## config.mk

```make
export PLATFORM = sky130hd
export DESIGN_NAME = pipelined_cla_addsub
export DESIGN_NICKNAME = d
export VERILOG_FILES = /design/src/rtl/pipelined_cla_addsub.sv
export SDC_FILE = /design/constraint.sdc
export NUM_CORES = 1
export LEC_CHECK = 0
export ABC_AREA = 0
export BUFFER_PORTS_ARGS = -buffer_cell sky130_fd_sc_hd__buf_2
export CORE_MARGIN = 1
export CORE_UTILIZATION = 63
export CTS_CLUSTER_SIZE = 12
export DETAILED_ROUTE_END_ITERATION = 12
export GPL_ROUTABILITY_DRIVEN = 0
export PLACE_DENSITY_LB_ADDON = 0.25
export SLEW_MARGIN = 30
export SYNTH_ARGS = -nofsm -noshare
export SYNTH_HDL_FRONTEND = slang
export SYNTH_SLANG_ARGS = --single-unit
```

## constraint.sdc

```tcl
create_clock -name clk -period 4.1 [get_ports clk]
set_input_delay 0.205 -clock clk [delete_from_list [all_inputs] [get_ports clk]]
set_output_delay 0.205 -clock clk [all_outputs]
set_load 0.1 [all_outputs]
```

## src/rtl/pipelined_cla_addsub.sv

```systemverilog
// Pipelined carry-lookahead adder/subtractor: one 4-bit lookahead group per stage,
// valid/ready handshake with whole-pipe stall on output backpressure.
`timescale 1ns/1ps
module pipelined_cla_addsub #(
    parameter int unsigned WIDTH = 16
) (
    input  logic             clk,
    input  logic             rst_n,
    input  logic             in_valid,
    output logic             in_ready,
    input  logic [WIDTH-1:0] a,
    input  logic [WIDTH-1:0] b,
    input  logic             cin,
    input  logic             sub,
    output logic             out_valid,
    input  logic             out_ready,
    output logic [WIDTH-1:0] sum,
    output logic             cout,
    output logic             ovf
);

    localparam int unsigned NGRP = WIDTH / 4;
    localparam int unsigned MSB  = WIDTH - 1;

    // Stage k holds the operands entering group k, the carry into it and the finished lower sum bits
    logic [NGRP-1:0]  vld_q, vld_d;
    logic [NGRP-1:0]  cy_q, cy_d;
    logic [WIDTH-1:0] opa_q  [NGRP];
    logic [WIDTH-1:0] opa_d  [NGRP];
    logic [WIDTH-1:0] opb_q  [NGRP];
    logic [WIDTH-1:0] opb_d  [NGRP];
    logic [WIDTH-1:0] psum_q [NGRP];
    logic [WIDTH-1:0] psum_d [NGRP];

    logic             out_valid_q, out_valid_d;
    logic [WIDTH-1:0] sum_q, sum_d;
    logic             cout_q, cout_d;
    logic             ovf_q, ovf_d;

    logic             adv_c;
    logic [3:0]       grp_sum_c [NGRP];
    logic [NGRP-1:0]  grp_cout_c;

    // Fully expanded 4-bit lookahead; returns {carry_out, sum[3:0]}
    function automatic logic [4:0] cla4(input logic [3:0] x, input logic [3:0] y,
                                        input logic ci);
        logic [3:0] g;
        logic [3:0] p;
        logic [4:0] c;
        g    = x & y;
        p    = x ^ y;
        c[0] = ci;
        c[1] = g[0] | (p[0] & ci);
        c[2] = g[1] | (p[1] & g[0]) | (p[1] & p[0] & ci);
        c[3] = g[2] | (p[2] & g[1]) | (p[2] & p[1] & g[0]) | (p[2] & p[1] & p[0] & ci);
        c[4] = g[3] | (p[3] & g[2]) | (p[3] & p[2] & g[1]) | (p[3] & p[2] & p[1] & g[0])
             | (p[3] & p[2] & p[1] & p[0] & ci);
        return {c[4], p ^ c[3:0]};
    endfunction

    always_comb begin
        adv_c = !(out_valid_q && !out_ready);
        for (int unsigned k = 0; k < NGRP; k++) begin
            {grp_cout_c[k], grp_sum_c[k]} = cla4(opa_q[k][4*k +: 4], opb_q[k][4*k +: 4], cy_q[k]);
        end
    end

    assign in_ready = adv_c;

    always_comb begin
        vld_d       = vld_q;
        cy_d        = cy_q;
        opa_d       = opa_q;
        opb_d       = opb_q;
        psum_d      = psum_q;
        out_valid_d = out_valid_q;
        sum_d       = sum_q;
        cout_d      = cout_q;
        ovf_d       = ovf_q;
        if (adv_c) begin
            vld_d[0]  = in_valid;
            opa_d[0]  = a;
            opb_d[0]  = sub ? ~b : b;
            cy_d[0]   = sub | cin;
            psum_d[0] = '0;
            for (int unsigned k = 1; k < NGRP; k++) begin
                vld_d[k]                  = vld_q[k-1];
                opa_d[k]                  = opa_q[k-1];
                opb_d[k]                  = opb_q[k-1];
                cy_d[k]                   = grp_cout_c[k-1];
                psum_d[k]                 = psum_q[k-1];
                psum_d[k][4*(k-1) +: 4]   = grp_sum_c[k-1];
            end
            out_valid_d      = vld_q[NGRP-1];
            sum_d            = psum_q[NGRP-1];
            sum_d[MSB -: 4]  = grp_sum_c[NGRP-1];
            cout_d           = grp_cout_c[NGRP-1];
            ovf_d            = (opa_q[NGRP-1][MSB] == opb_q[NGRP-1][MSB])
                            && (grp_sum_c[NGRP-1][3] != opa_q[NGRP-1][MSB]);
        end
    end

    always_ff @(posedge clk or negedge rst_n) begin
        if (!rst_n) begin
            vld_q       <= '0;
            cy_q        <= '0;
            for (int unsigned k = 0; k < NGRP; k++) begin
                opa_q[k]  <= '0;
                opb_q[k]  <= '0;
                psum_q[k] <= '0;
            end
            out_valid_q <= 1'b0;
            sum_q       <= '0;
            cout_q      <= 1'b0;
            ovf_q       <= 1'b0;
        end else begin
            vld_q       <= vld_d;
            cy_q        <= cy_d;
            opa_q       <= opa_d;
            opb_q       <= opb_d;
            psum_q      <= psum_d;
            out_valid_q <= out_valid_d;
            sum_q       <= sum_d;
            cout_q      <= cout_d;
            ovf_q       <= ovf_d;
        end
    end

    assign out_valid = out_valid_q;
    assign sum       = sum_q;
    assign cout      = cout_q;
    assign ovf       = ovf_q;

endmodule

```

### Yosys cells after proc, flatten, opt, wreduce, memory -nomap -nowiden

Index checks and enable logic that the tools add are counted.

| cells by class | value |
|---|---|
| $add $sub $neg | 0 |
| multiply operators | 0 |
| div/mod/pow operators | 0 |
| $lt $le $gt $ge | 0 |
| eq/ne operators | 2 |
| shift-type cells | 0 |
| multiplexer cells | 1 |
| bitwise gates (word level) | 118 |
| reduce and logical (&&, ||, !) cells | 4 |

Operators with widths:

| operator | count |
|---|---|
| 1-bit bitwise AND | 64 |
| 1-bit OR | 41 |
| 4-bit bitwise XOR | 8 |
| 4-bit bitwise AND | 4 |
| 16-bit two-way mux | 1 |
| 16-bit NOT | 1 |
| 1-bit logical AND | 2 |
| 1-bit logical NOT | 2 |
| 1-bit == test | 1 |
| 1-bit != test | 1 |

| word-level totals | value |
|---|---|
| flip-flop bits (word level) | 179 |
| latch bits | 0 |
| memory bits (writable) | 0 |
| bits in read-only memories | 0 |
| input port bits | 38 |
| output and inout port bits | 20 |
| word-level logic and storage cells | 142 |
| memories | 0 |

### Depth between registers and ports, before layout

| logic depth | value |
|---|---|
| depth in word-level cells | 8 |
| depth in mapped cells | 7 |
| mapped depth without buffers | 5 |

### Worst setup path after synthesis

OpenSTA, ideal clock, no wires.

| path | value |
|---|---|
| kind | register to register |
| from | reg out_valid_q (netlist: out_valid) |
| to | reg opa_q[54] (netlist name) |
| library setup time | 0.117 ns |
| arrival time | 1.799 ns |
| path slack | 2.185 ns |
| stages on the path, launching flop included | 8 |
| buffers on the path | 3 |
| cells stage by stage | dfrtp_1 > nor2b_2 > buf_6 > inv_2 > buf_6 > buf_6 > nand2_1 > nand2_1 |

| between the ends | value |
|---|---|
| longest elaborated chain between the ends | 1 |

RTL lines:

| element | RTL line | RTL |
|---|---|---|
| from (decl) | 35 | `logic out_valid_q, out_valid_d;` |
| from (signal assigned) | 122 | `out_valid_q <= out_valid_d;` |
| 1-bit logical AND | 62 | `adv_c = !(out_valid_q && !out_ready);` |
| to (signal assigned) | 119 | `opa_q <= opa_d;` |
| to (decl) | 28 | `logic [WIDTH-1:0] opa_q [NGRP];` |

Every way passes these cells.
A chain may end at the register's enable or synchronous reset.

### Worst setup path after layout

| path | value |
|---|---|
| from | reg out_valid_q (netlist: out_valid) |
| to | out in_ready |

| between the ends | value |
|---|---|
| longest elaborated chain between the ends | 2 |

RTL lines:

| element | RTL line | RTL |
|---|---|---|
| 1-bit logical AND | 62 |  |
| 1-bit logical NOT | 62 |  |
| to (decl) | 10 | `output logic in_ready,` |

Every way passes these cells.

==> run summary <==
=====================================================================================
Total standard cell area after synthesis                                     5608 um2
Syn Inst Count                                                                    595
DIE WIDTH                                                                    96.35 um
Std-Cell Rows                                                                      34
Avg Vias per Cell                                                               5.129
Most common cell after layout, fill and taps aside                       sky130_fd_sc_hd__nand2_1
Length of the first detailed-routing pass in iterations                             5
Synth-to-layout area growth                                                    20.71%
Setup violation total in the final timing report                                    0
CP Max Fanout                                                                      64
Largest net degree at the start of global routing                                 111
Number of gates given a new drive strength after cts                                0
Grt total ovfl                                                                      0
Post-synthesis simple-gate area fraction                                       21.08%
Leading post-synthesis cells by cell area                                sky130_fd_sc_hd__dfrtp_1, sky130_fd_sc_hd__nand2_1, sky130_fd_sc_hd__xnor2_1
Placed wire-length estimate after detailed placement                          6230 um
Number of sinks driven by the clock tree                                          131
Crit end category                                                          output pin
Ratio of cells with drive above 1 in the final layout                          14.22%
Antenna-violating nets left                                                         0
Initial antenna violation count                                                     0
Number of distinct library cells after synthesis                                   24
Count of endpoints failing hold in the final timing report                          0
Height of the die                                                            96.35 um
Maximum buffer depth of the clock tree                                              2
Async SR Flop Fraction                                                         100.0%
Leakage                                                                      3.472 nW
Mapped Nets                                                                       653
Post-Syn Area per Cell                                                      9.425 um2
R2R setup slack                                                               1610 ps
Synth Register Bits                                                               131
Fin worst setup slack                                                         1211 ps
Area share of xor/xnor cells in the synthesized design                         3.905%
Flip-flop cell with the highest count after synthesis                    sky130_fd_sc_hd__dfrtp_1
Final count of pins violating max slew                                              0
Via count of the first global-routing pass                                      4,042
Insertion delay to the later sink of the worst-skew pair                       510 ps
Mux cell area share after synthesis                                                0%
Share of the synthesized area in compound gates (AO/OA/AOI/OAI)                7.095%
Largest family of logic cells by synthesized area                        simple AND/OR/NAND/NOR gates
Clock buffer count from CTS                                                        17
Data arrival time of the critical path                                        2680 ps
Critical Path RT                                                              3890 ps
Critical path class                                                           reg2out
Buffers inserted by post-CTS timing repair                                          0
Max-capacitance violation count                                                     0
Worst hold start                                                                 b[7]
IO Port Bufs                                                                       57
Final routed wire length divided by cell count                               13.34 um
Leading area contributor after synthesis                                 sky130_fd_sc_hd__dfrtp_1
Number of levels the H-tree was split into                                          4
P per Cell Area                                                          892.3 nW/um2
Yosys warning count                                                                 0
Initial cell density of the core                                               64.62%
Hold Slack                                                                   12.24 ps
Number of hold buffers added after cts                                             31
Maximum operating frequency                                                 346.2 MHz
Total inserted antenna cells                                                        0
Global-route wire length before repair                                      17,910 um
Tightest slew margin relative to the limit                                     44.06%
Count of routing violations after the opening detailed-route iteration            182
Clock root cell                                                          sky130_fd_sc_hd__clkbuf_8
Post-route cell area                                                         6769 um2
Startpoint of the most critical setup path                                  out_valid
Worst Clk Skew                                                               9.179 ps
CTS clock-pin slew for the worst setup and hold paths                           60 ps
Placement-stage cell area                                                    5854 um2
Kind of launch point of the worst setup path                                     flop
Core footprint                                                               8678 um2
Worst slack at placement                                                      1628 ps
Hold WC Path Type                                                              in2reg
Final setup TNS                                                                  0 ps
Share of the synthesized area in the top cell type                             58.46%
RSZ-0062 raised after global routing                                               no
CTS tree                                                                        built
Count of flip-flops with a built-in enable after synthesis                          0
Total global routing track utilization                                         26.09%
Top library cells by usage in the layout, fill and taps aside            sky130_fd_sc_hd__nand2_1, sky130_fd_sc_hd__dfrtp_1, sky130_fd_sc_hd__buf_2, sky130_fd_sc_hd__o21ai_0, sky130_fd_sc_hd__dlygate4sd3_1
Boundary pin count                                                                 58
Pin slew with the least headroom to its limit                                839.2 ps
Total via count after detailed routing                                          4,088
Min Tclk post-route                                                           2889 ps
Wire length reported by the detailed router                                 10,630 um
# nets final                                                                      734
Final worst-path cycle share                                                   70.46%
Result of the run                                                        finished, final reports clean
Synthesized-area fraction occupied by adder cells                              4.998%
Reg2Reg Launch Point                                                        out_valid
Die area                                                                     9282 um2
Highest ir drop seen on vdd                                               0.0004396 V
DRC                                                                                 0
Share of the yosys chip area belonging to registers                            58.46%
=====================================================================================
kinds of logic (layout without fill, tap and decap cells):
family,Yosys count,in the layout
compound gates,68,68
fa+ha+maj,20,20
xor+xnor,25,25
simple gates,313,313
flops,131,131
buf+inv,38,132
path summary, 6_finish.rpt:
check / endpoint / cells after the start
setup / recovery: in_ready / 4
hold / removal: opb_q[55] / 3
setup reg to reg: cy_q[2] / 6
hold reg to reg: sum[8] / 2
max in group asynchronous: opb_q[30] / 3
min in group asynchronous: sum[0] / 2
critical path: stages, from the launching register on:
cell and delay [ps]:
sky130_fd_sc_hd__dfrtp_1 340, sky130_fd_sc_hd__nor2b_4 130, sky130_fd_sc_hd__buf_4 460, sky130_fd_sc_hd__clkinv_2 690, sky130_fd_sc_hd__buf_2 520
report_power, final:
part           internal, W  total [W]  switching, W
clock network     0.000962    0.00150      0.000540
registers          0.00187    0.00221      0.000342
logic             0.000693    0.00232       0.00163
total              0.00353    0.00604       0.00251
routing by layer:
layer	wire length, um	vias to the layer above	GRT usage [%]
li1	-	2041	-
met1	4650	1954	31.08
met2	5481	69	44.44
met3	228	24	6.477
met4	269	0	12.50
met5	0	-	0
through the flow:
stage	power (W)	cells	utilization [%]
2_1_floorplan	0.004074	595	-
5_1_grt	0.006466	797	78.00
3_3_place_gp	0.004380	734	67.46
3_5_place_dp	0.004496	734	67.46
6_report	0.006040	797	78.00
4_1_cts	0.006079	797	77.97
synth_stat cells, types with 2 or more instances:
library cell               count
sky130_fd_sc_hd__a211oi_1      7
sky130_fd_sc_hd__a21o_1        3
sky130_fd_sc_hd__a21oi_1      12
sky130_fd_sc_hd__buf_2        11
sky130_fd_sc_hd__buf_4         5
sky130_fd_sc_hd__buf_6        10
sky130_fd_sc_hd__clkbuf_1      5
sky130_fd_sc_hd__dfrtp_1     131
sky130_fd_sc_hd__fa_1          4
sky130_fd_sc_hd__ha_1         16
sky130_fd_sc_hd__inv_1         6
sky130_fd_sc_hd__nand2_1     303
sky130_fd_sc_hd__nor2_1        8
sky130_fd_sc_hd__o21ai_0      39
sky130_fd_sc_hd__o21bai_1      3
sky130_fd_sc_hd__xnor2_1      23
sky130_fd_sc_hd__xor2_1        2
cell type report:
type	count	area, um2
clock inverters	11	152.6
inverters	7	27.53
fillers	557	1909
well taps	108	135.1
repair buffers	93	641.9
flip-flops and latches	131	3278
clock buffers	21	449.2
multi-input cells	426	2085
registers in the layout (all words and copies together), names as in the netlist:
register	cells
psum_q	24
opb_q	40
opa_q	40
cy_q	4
out_valid	1
cout	1
ovf	1
vld_q	4
sum	16
(Power assumes the default switching activity.)
